File: src/rtl/vga_scanout_pkg.sv
`default_nettype none
// ============================================================================
// vga_scanout_pkg : 640x480@60 timing and 160x120 framebuffer constants
// Rev 1.0
// ============================================================================
package vga_scanout_pkg;

   localparam int H_CNT_W = 10;
   localparam int V_CNT_W = 10;

   localparam logic [H_CNT_W-1:0] H_VISIBLE    = 10'd640;
   localparam logic [H_CNT_W-1:0] H_FP         = 10'd16;
   localparam logic [H_CNT_W-1:0] H_SYNC       = 10'd96;
   localparam logic [H_CNT_W-1:0] H_BP         = 10'd48;
   localparam logic [H_CNT_W-1:0] H_TOTAL      = H_VISIBLE + H_FP + H_SYNC + H_BP;
   localparam logic [H_CNT_W-1:0] H_SYNC_START = H_VISIBLE + H_FP;
   localparam logic [H_CNT_W-1:0] H_SYNC_END   = H_SYNC_START + H_SYNC;

   localparam logic [V_CNT_W-1:0] V_VISIBLE    = 10'd480;
   localparam logic [V_CNT_W-1:0] V_FP         = 10'd10;
   localparam logic [V_CNT_W-1:0] V_SYNC       = 10'd2;
   localparam logic [V_CNT_W-1:0] V_BP         = 10'd33;
   localparam logic [V_CNT_W-1:0] V_TOTAL      = V_VISIBLE + V_FP + V_SYNC + V_BP;
   localparam logic [V_CNT_W-1:0] V_SYNC_START = V_VISIBLE + V_FP;
   localparam logic [V_CNT_W-1:0] V_SYNC_END   = V_SYNC_START + V_SYNC;

   localparam int FB_WIDTH  = 160;
   localparam int FB_HEIGHT = 120;
   localparam int ADDR_W    = $clog2(FB_WIDTH * FB_HEIGHT);
   localparam int X_W       = $clog2(FB_WIDTH);
   localparam int Y_W       = $clog2(FB_HEIGHT);

   typedef logic [ADDR_W-1:0] fb_addr_t;

   typedef struct packed {
      logic hs_n;
      logic vs_n;
      logic blank_n;
   } sync_t;

   localparam sync_t SYNC_IDLE = '{hs_n: 1'b1, vs_n: 1'b1, blank_n: 1'b0};

   // y*160 + x built from shifts so no multiplier is inferred
   function automatic fb_addr_t fb_addr(input logic [X_W-1:0] x, input logic [Y_W-1:0] y);
      fb_addr_t w_y;
      w_y = fb_addr_t'(y);
      return (w_y << 7) + (w_y << 5) + fb_addr_t'(x);
   endfunction

endpackage
`default_nettype wire

File: src/rtl/vga_scanout_if.sv
`default_nettype none
// ============================================================================
// vga_scanout_if : framebuffer read port and VGA DAC/sync bundle
// Rev 1.0
// ============================================================================
interface vga_scanout_if;
   import vga_scanout_pkg::*;

   logic [ADDR_W-1:0] rd_addr;
   logic [2:0]        rd_data;
   logic              frame_start;
   logic              VGA_CLK;
   logic              VGA_HS;
   logic              VGA_VS;
   logic              VGA_BLANK;
   logic              VGA_SYNC;
   logic [9:0]        VGA_R;
   logic [9:0]        VGA_G;
   logic [9:0]        VGA_B;

   modport master (
      output rd_addr, frame_start, VGA_CLK, VGA_HS, VGA_VS, VGA_BLANK, VGA_SYNC,
             VGA_R, VGA_G, VGA_B,
      input  rd_data
   );

   modport slave (
      input  rd_addr, frame_start, VGA_CLK, VGA_HS, VGA_VS, VGA_BLANK, VGA_SYNC,
             VGA_R, VGA_G, VGA_B,
      output rd_data
   );

endinterface
`default_nettype wire

File: src/rtl/vga_scanout_timing.sv
`default_nettype none
// ============================================================================
// vga_timing : pixel enable, h/v counters and raw (undelayed) sync/blank decode
// Rev 1.0
// ============================================================================
module vga_timing
   import vga_scanout_pkg::*;
(
   input  logic           clock,
   input  logic           reset,
   output logic           pix_en,
   output logic [X_W-1:0] px_x,
   output logic [Y_W-1:0] px_y,
   output logic           hs_n,
   output logic           vs_n,
   output logic           visible,
   output logic           frame_start
);

   logic               r_pix_en;
   logic [H_CNT_W-1:0] r_h_cnt;
   logic [V_CNT_W-1:0] r_v_cnt;

   always_ff @(posedge clock) begin
      if (reset) begin
         r_pix_en <= 1'b0;
         r_h_cnt  <= '0;
         r_v_cnt  <= '0;
      end else begin
         r_pix_en <= ~r_pix_en;
         if (r_pix_en) begin
            if (r_h_cnt == H_TOTAL - 1'b1) begin
               r_h_cnt <= '0;
               r_v_cnt <= (r_v_cnt == V_TOTAL - 1'b1) ? '0 : r_v_cnt + 1'b1;
            end else begin
               r_h_cnt <= r_h_cnt + 1'b1;
            end
         end
      end
   end

   // Each framebuffer pixel covers a 4x4 block of screen pixels
   assign px_x        = r_h_cnt[H_CNT_W-1:2];
   assign px_y        = r_v_cnt[Y_W+1:2];
   assign pix_en      = r_pix_en;
   assign hs_n        = !((r_h_cnt >= H_SYNC_START) && (r_h_cnt < H_SYNC_END));
   assign vs_n        = !((r_v_cnt >= V_SYNC_START) && (r_v_cnt < V_SYNC_END));
   assign visible     = (r_h_cnt < H_VISIBLE) && (r_v_cnt < V_VISIBLE);
   assign frame_start = r_pix_en && (r_h_cnt == '0) && (r_v_cnt == '0);

endmodule
`default_nettype wire

File: src/rtl/vga_scanout.sv
`default_nettype none
// ============================================================================
// vga_scanout : 160x120 3-bit framebuffer scanned out as 640x480 VGA
// Rev 1.0
// ============================================================================
module vga_scanout
   import vga_scanout_pkg::*;
#(
   parameter int    BITS_PER_COLOUR_CHANNEL = 1,
   parameter string MONOCHROME              = "FALSE"
)
(
   input  logic          clock,
   input  logic          reset,
   vga_scanout_if.master vga
);

   localparam int C_DAC_W = 10;
   localparam int C_REP   = C_DAC_W / BITS_PER_COLOUR_CHANNEL;

   logic           w_pix_en;
   logic [X_W-1:0] w_x;
   logic [Y_W-1:0] w_y;
   logic           w_hs_n;
   logic           w_vs_n;
   logic           w_visible;
   logic           w_frame_start;
   sync_t          w_sync;
   logic [2:0]     w_pix;

   logic           r_vga_clk;
   fb_addr_t       r_rd_addr;
   sync_t          r_s1;
   sync_t          r_s2;
   logic [2:0]     r_pix;

   vga_timing u_timing (
      .clock       (clock),
      .reset       (reset),
      .pix_en      (w_pix_en),
      .px_x        (w_x),
      .px_y        (w_y),
      .hs_n        (w_hs_n),
      .vs_n        (w_vs_n),
      .visible     (w_visible),
      .frame_start (w_frame_start)
   );

   generate
      if (MONOCHROME == "TRUE") begin : g_mono
         assign w_pix = {3{vga.rd_data[0]}};
      end else begin : g_colour
         assign w_pix = vga.rd_data;
      end
   endgenerate

   assign w_sync = '{hs_n: w_hs_n, vs_n: w_vs_n, blank_n: w_visible};

   // Stage 1 issues the RAM address, stage 2 takes the word back; sync rides along
   always_ff @(posedge clock) begin
      if (reset) begin
         r_vga_clk <= 1'b0;
         r_rd_addr <= '0;
         r_s1      <= SYNC_IDLE;
         r_s2      <= SYNC_IDLE;
         r_pix     <= '0;
      end else begin
         r_vga_clk <= w_pix_en;
         if (w_pix_en) begin
            r_rd_addr <= w_visible ? fb_addr(w_x, w_y) : '0;
            r_s1      <= w_sync;
            r_s2      <= r_s1;
            r_pix     <= r_s1.blank_n ? w_pix : 3'b000;
         end
      end
   end

   assign vga.rd_addr     = r_rd_addr;
   assign vga.frame_start = w_frame_start;
   assign vga.VGA_CLK     = r_vga_clk;
   assign vga.VGA_HS      = r_s2.hs_n;
   assign vga.VGA_VS      = r_s2.vs_n;
   assign vga.VGA_BLANK   = r_s2.blank_n;
   assign vga.VGA_SYNC    = 1'b1;
   assign vga.VGA_R       = {C_REP{r_pix[2]}};
   assign vga.VGA_G       = {C_REP{r_pix[1]}};
   assign vga.VGA_B       = {C_REP{r_pix[0]}};

endmodule
`default_nettype wire
File: src/flat_wrapper.sv
// flat-port wrapper written by rule: the top's interface ports become plain ports
module vga_scanout_flat import vga_scanout_pkg::*;
#(
   parameter int    BITS_PER_COLOUR_CHANNEL = 1,
   parameter string MONOCHROME              = "     "
)
  (clock, reset, vga_rd_addr, vga_frame_start, vga_VGA_CLK, vga_VGA_HS, vga_VGA_VS, vga_VGA_BLANK, vga_VGA_SYNC, vga_VGA_R, vga_VGA_G, vga_VGA_B, vga_rd_data);
  vga_scanout_if vga_i ();
  input  logic clock;
  input  logic reset;
  output wire logic [$bits(vga_i.rd_addr)-1:0] vga_rd_addr;
  output wire logic [$bits(vga_i.frame_start)-1:0] vga_frame_start;
  output wire logic [$bits(vga_i.VGA_CLK)-1:0] vga_VGA_CLK;
  output wire logic [$bits(vga_i.VGA_HS)-1:0] vga_VGA_HS;
  output wire logic [$bits(vga_i.VGA_VS)-1:0] vga_VGA_VS;
  output wire logic [$bits(vga_i.VGA_BLANK)-1:0] vga_VGA_BLANK;
  output wire logic [$bits(vga_i.VGA_SYNC)-1:0] vga_VGA_SYNC;
  output wire logic [$bits(vga_i.VGA_R)-1:0] vga_VGA_R;
  output wire logic [$bits(vga_i.VGA_G)-1:0] vga_VGA_G;
  output wire logic [$bits(vga_i.VGA_B)-1:0] vga_VGA_B;
  input wire logic [$bits(vga_i.rd_data)-1:0] vga_rd_data;
  assign vga_rd_addr = vga_i.rd_addr;
  assign vga_frame_start = vga_i.frame_start;
  assign vga_VGA_CLK = vga_i.VGA_CLK;
  assign vga_VGA_HS = vga_i.VGA_HS;
  assign vga_VGA_VS = vga_i.VGA_VS;
  assign vga_VGA_BLANK = vga_i.VGA_BLANK;
  assign vga_VGA_SYNC = vga_i.VGA_SYNC;
  assign vga_VGA_R = vga_i.VGA_R;
  assign vga_VGA_G = vga_i.VGA_G;
  assign vga_VGA_B = vga_i.VGA_B;
  assign vga_i.rd_data = vga_rd_data;
  vga_scanout #(.BITS_PER_COLOUR_CHANNEL(BITS_PER_COLOUR_CHANNEL), .MONOCHROME(MONOCHROME)) u_core (.clock(clock), .reset(reset), .vga(vga_i));
endmodule
File: config.mk
export PLATFORM = sky130hd
export DESIGN_NAME = vga_scanout_flat
export DESIGN_NICKNAME = d
export VERILOG_FILES = /design/src/rtl/vga_scanout_pkg.sv /design/src/rtl/vga_scanout_if.sv /design/src/rtl/vga_scanout_timing.sv /design/src/rtl/vga_scanout.sv /design/src/flat_wrapper.sv
export SDC_FILE = /design/constraint.sdc
export NUM_CORES = 1
export LEC_CHECK = 0
export ABC_CLOCK_PERIOD_IN_PS = 5100
export BUFFER_PORTS_ARGS = -buffer_cell sky130_fd_sc_hd__buf_4
export CORE_MARGIN = 10
export CORE_UTILIZATION = 59
export DETAILED_ROUTE_END_ITERATION = 8
export GPL_ROUTABILITY_DRIVEN = 0
export HOLD_SLACK_MARGIN = 0.02
export PLACE_DENSITY = 0.85
export SLEW_MARGIN = 15
export SYNTH_ARGS = -nofsm -noshare
export SYNTH_HDL_FRONTEND = slang
export SYNTH_SLANG_ARGS = --single-unit
File: constraint.sdc
create_clock -name clock -period 5.1 [get_ports clock]
set_input_delay 0.255 -clock clock [delete_from_list [all_inputs] [get_ports clock]]
set_output_delay 0.255 -clock clock [all_outputs]
set_load 0.03 [all_outputs]
==> impl_metrics.env <==
export IMPL_status="complete, no violations"
export IMPL_timing_max_cap_violations=0
export IMPL_area_delta_synth_final_pct=12.5
export IMPL_crit_type="reg2reg"
export IMPL_cts_reportedPaths_clkPinSlew_ps=90
export IMPL_worstPathRequired_ps=5290
export IMPL_seq_area_frac_synth_pct=35.1
export IMPL_post_cts_resized=0
export IMPL_setup_worst_path_start="u_core.u_timing.r_h_cnt[9]$_SDFFE_PP0P_"
export IMPL_cts_buffers=5
export IMPL_fmax_ghz=0.405
export IMPL_sequentialPowerShare_pct=52.8
export IMPL_drv_slew=0
export IMPL_hold_path_class="in2reg"
export IMPL_wire_per_inst_um=15.8
export IMPL_rsz0062_at_grt="false"
export IMPL_route_detailed_drc=0
export IMPL_drive_gt1_share_pct=21.9
export IMPL_synth_area_leader_cell="dfxtp_1"
export IMPL_synth_commonest_cells="dfxtp_1 (46), buf_4 (28), nor2_1 (22), ha_1 (18), nand2_1 (17)"
export IMPL_grt_pass1_vias=2084
export IMPL_die_y_um=86.7
export IMPL_ios=56
export IMPL_skew_ps=8.23
export IMPL_avgSynthCellArea_sq_um=8.80
export IMPL_coreArea_sq_mm=0.00432
export IMPL_die_x_um=86.7
export IMPL_vias_per_cell=5.87
export IMPL_num_vias=2182
export IMPL_grt_max_degree=19
export IMPL_worstPathCellList="inv_1 > fa_1 > inv_1 > ha_1 > a211o_1 > o211ai_1 > a311o_1 > o211ai_1"
export IMPL_p_int_mw=0.530
export IMPL_reg2reg_from="u_core.u_timing.r_h_cnt[9]$_SDFFE_PP0P_"
export IMPL_placement_io_buffers=54
export IMPL_place_inst=364
export IMPL_start_util_pct=60.6
export IMPL_p_leak_nw=1.26
export IMPL_grtUsageMet2_pct=27.1
export IMPL_firstDrtPassIters=4
export IMPL_p_sw_share_pct=24.6
export IMPL_ant_nets=0
export IMPL_cts_tree="done"
export IMPL_drt_iter0_drc=126
export IMPL_grt_pass1_wl_mm=9.79
export IMPL_yosysMostFrequentCell="dfxtp_1"
export IMPL_synth_flop_cell="dfxtp_1"
export IMPL_fin_cells=372
export IMPL_min_delay_start="vga_rd_data[0]"
export IMPL_clk_latency_ps=310
export IMPL_htreeDepth=2
export IMPL_async_flop_share_pct=0
export IMPL_overflow=0
export IMPL_clkPwrFrac_pct=38.4
export IMPL_busiest_layer="met2"
export IMPL_netlist_instances=298
export IMPL_hpwl_mm=4.39
export IMPL_dieArea_sq_mm=0.00751
export IMPL_netlist_area_sq_mm=0.00262
export IMPL_critPathCaptureType="register"
export IMPL_power_share_combinational_pct=8.8
export IMPL_ctsHoldBuffers=0
export IMPL_hold_viol_final=0
export IMPL_layout_nets=344
export IMPL_grtUsageTotal_pct=15.5
export IMPL_slowest_stage="fa_1"
export IMPL_cp_max_fo=7
export IMPL_ir_drop_v=0.000148
export IMPL_min_period_ps=2470
export IMPL_timing_final_crit_share_pct=48.4
export IMPL_ys_ff_latch=46
export IMPL_cp_top_family="adder cells"
export IMPL_post_cts_setup_buffer_count=0
export IMPL_worst_pin_slew_ps=753
export IMPL_synth_cell_types=48
export IMPL_p_sw_mw=0.173
export IMPL_startpoint_type="register"
export IMPL_clk_root_buffer_cell="clkbuf_8"
export IMPL_clockBufferDepth=2
export IMPL_power_mw=0.703
export IMPL_num_antenna_cells=0
export IMPL_finalSetupTns_ps=0
export IMPL_yosysWarnings=0
export IMPL_clkSinkCount=46
export IMPL_rows=24
export IMPL_wl_mm=5.88
export IMPL_cp_num_buf_inv=2
export IMPL_max_stage_delay_ps=610
export IMPL_p_per_area_mw_per_mm2=239
export IMPL_synth_edf_count=0
export IMPL_grt_use_met1_pct=17.0
export IMPL_slew_headroom_pct=49.7
export IMPL_ys_top_cells_by_area="dfxtp_1 (35%), ha_1 (8.6%), buf_4 (8.0%)"
export IMPL_worstPathArrival_ps=2660
export IMPL_grtUsageMet3_pct=4.60
export IMPL_yosysTopAreaCellShare_pct=35.1
export IMPL_setup_viol=0
export IMPL_antenna_found_initial=0
export IMPL_syn_num_nets=323
==> path summary, 6_finish.rpt <==
check / slack, ps / endpoint / cells past startpoint
min reg2reg: 460 / u_core.vga.rd_addr[7]$_SDFFE_PP0P_ / 2
max: 2630 / u_core.vga.rd_addr[13]$_SDFFE_PP0P_ / 8
max reg2reg: 2630 / u_core.vga.rd_addr[13]$_SDFFE_PP0P_ / 8
min: 220 / u_core.r_pix[0]$_SDFFE_PP0P_ / 3
==> logic make-up (layout without fill, tap and decap cells) <==
kind of cell             after synthesis  count (layout)  share of synthesized area (%)
AND/OR/NAND/NOR                      103             103                           21.5
AO/OA/AOI/OAI                         57              57                           15.6
buffers and inverters                 56              78                           12.3
flip-flops                            46              46                           35.1
adder cells (fa/ha/maj)               20              20                           10.1
XOR/XNOR                              11              11                           3.68
multiplexers                           4               4                           1.53
other                                  1               1                          0.143
==> layout make-up <==
cell class	instances	area (sq um)
repair buffers	56	420
clock inverters	3	40.0
flip-flops and latches	46	921
inverters	14	52.6
multi-input cells	196	1380
well taps	52	65.1
clock buffers	5	68.8
fillers	365	1380
==> per-stage QoR <==
step | utilization (%) | hold WS, ps | area (sq um) | setup slack, ps
global route | 68.2 | 227 | 2950 | 2510
floorplan | - | 423 | 2620 | 2790
CTS | 68.1 | 217 | 2950 | 2670
finish | 68.2 | 220 | 2950 | 2630
global placement | 65.6 | 452 | 2840 | 2760
detailed placement | 65.6 | 447 | 2840 | 2680
==> per-layer routing <==
metal	up-vias	part of all wire [%]
li1	1081	-
met5	-	0
met4	0	1.6
met3	11	5.3
met1	1046	41
met2	44	52
==> layout by cell type, fill, tap and decap left out, types with 5 or more instances in the layout <==
cell type	Yosys	routed
xnor2_1	6	6
nor2_1	22	21
buf_4	28	56
or4_1	6	6
nand4_1	13	13
inv_1	14	14
a21oi_1	13	13
clkbuf_8	0	5
ha_1	18	18
a22o_1	8	8
xor2_1	5	5
nand2_1	17	17
dfxtp_1	46	46
nand3_1	11	11
nand2b_1	8	8
==> sequential cells by signal, summed over array words and instances, names as in the netlist, 3 cells and up <==
| signal | count |
|---|---|
| u_core.u_timing.r_h_cnt | 10 |
| u_core.r_pix | 3 |
| u_core.r_s1 | 3 |
| u_core.vga.rd_addr | 15 |
| u_core.u_timing.r_v_cnt | 10 |
==> power by group through the flow <==
stage,clock network (mW),logic [mW],registers (mW)
CTS,0.272,0.0618,0.371
floorplan,0,0.0443,0.381
finish,0.270,0.0617,0.371
global placement,0,0.0610,0.380
detailed placement,0,0.0617,0.380
global route,0.285,0.0667,0.373
==> worst register-to-register path: stages (launching register included) <==
cell and delay, ps:
dfxtp_1 470, inv_1 100, fa_1 610, inv_1 60
ha_1 310, a211o_1 260, o211ai_1 220, a311o_1 260
o211ai_1 80
Note: power is estimated with default switching activity, not from simulation.
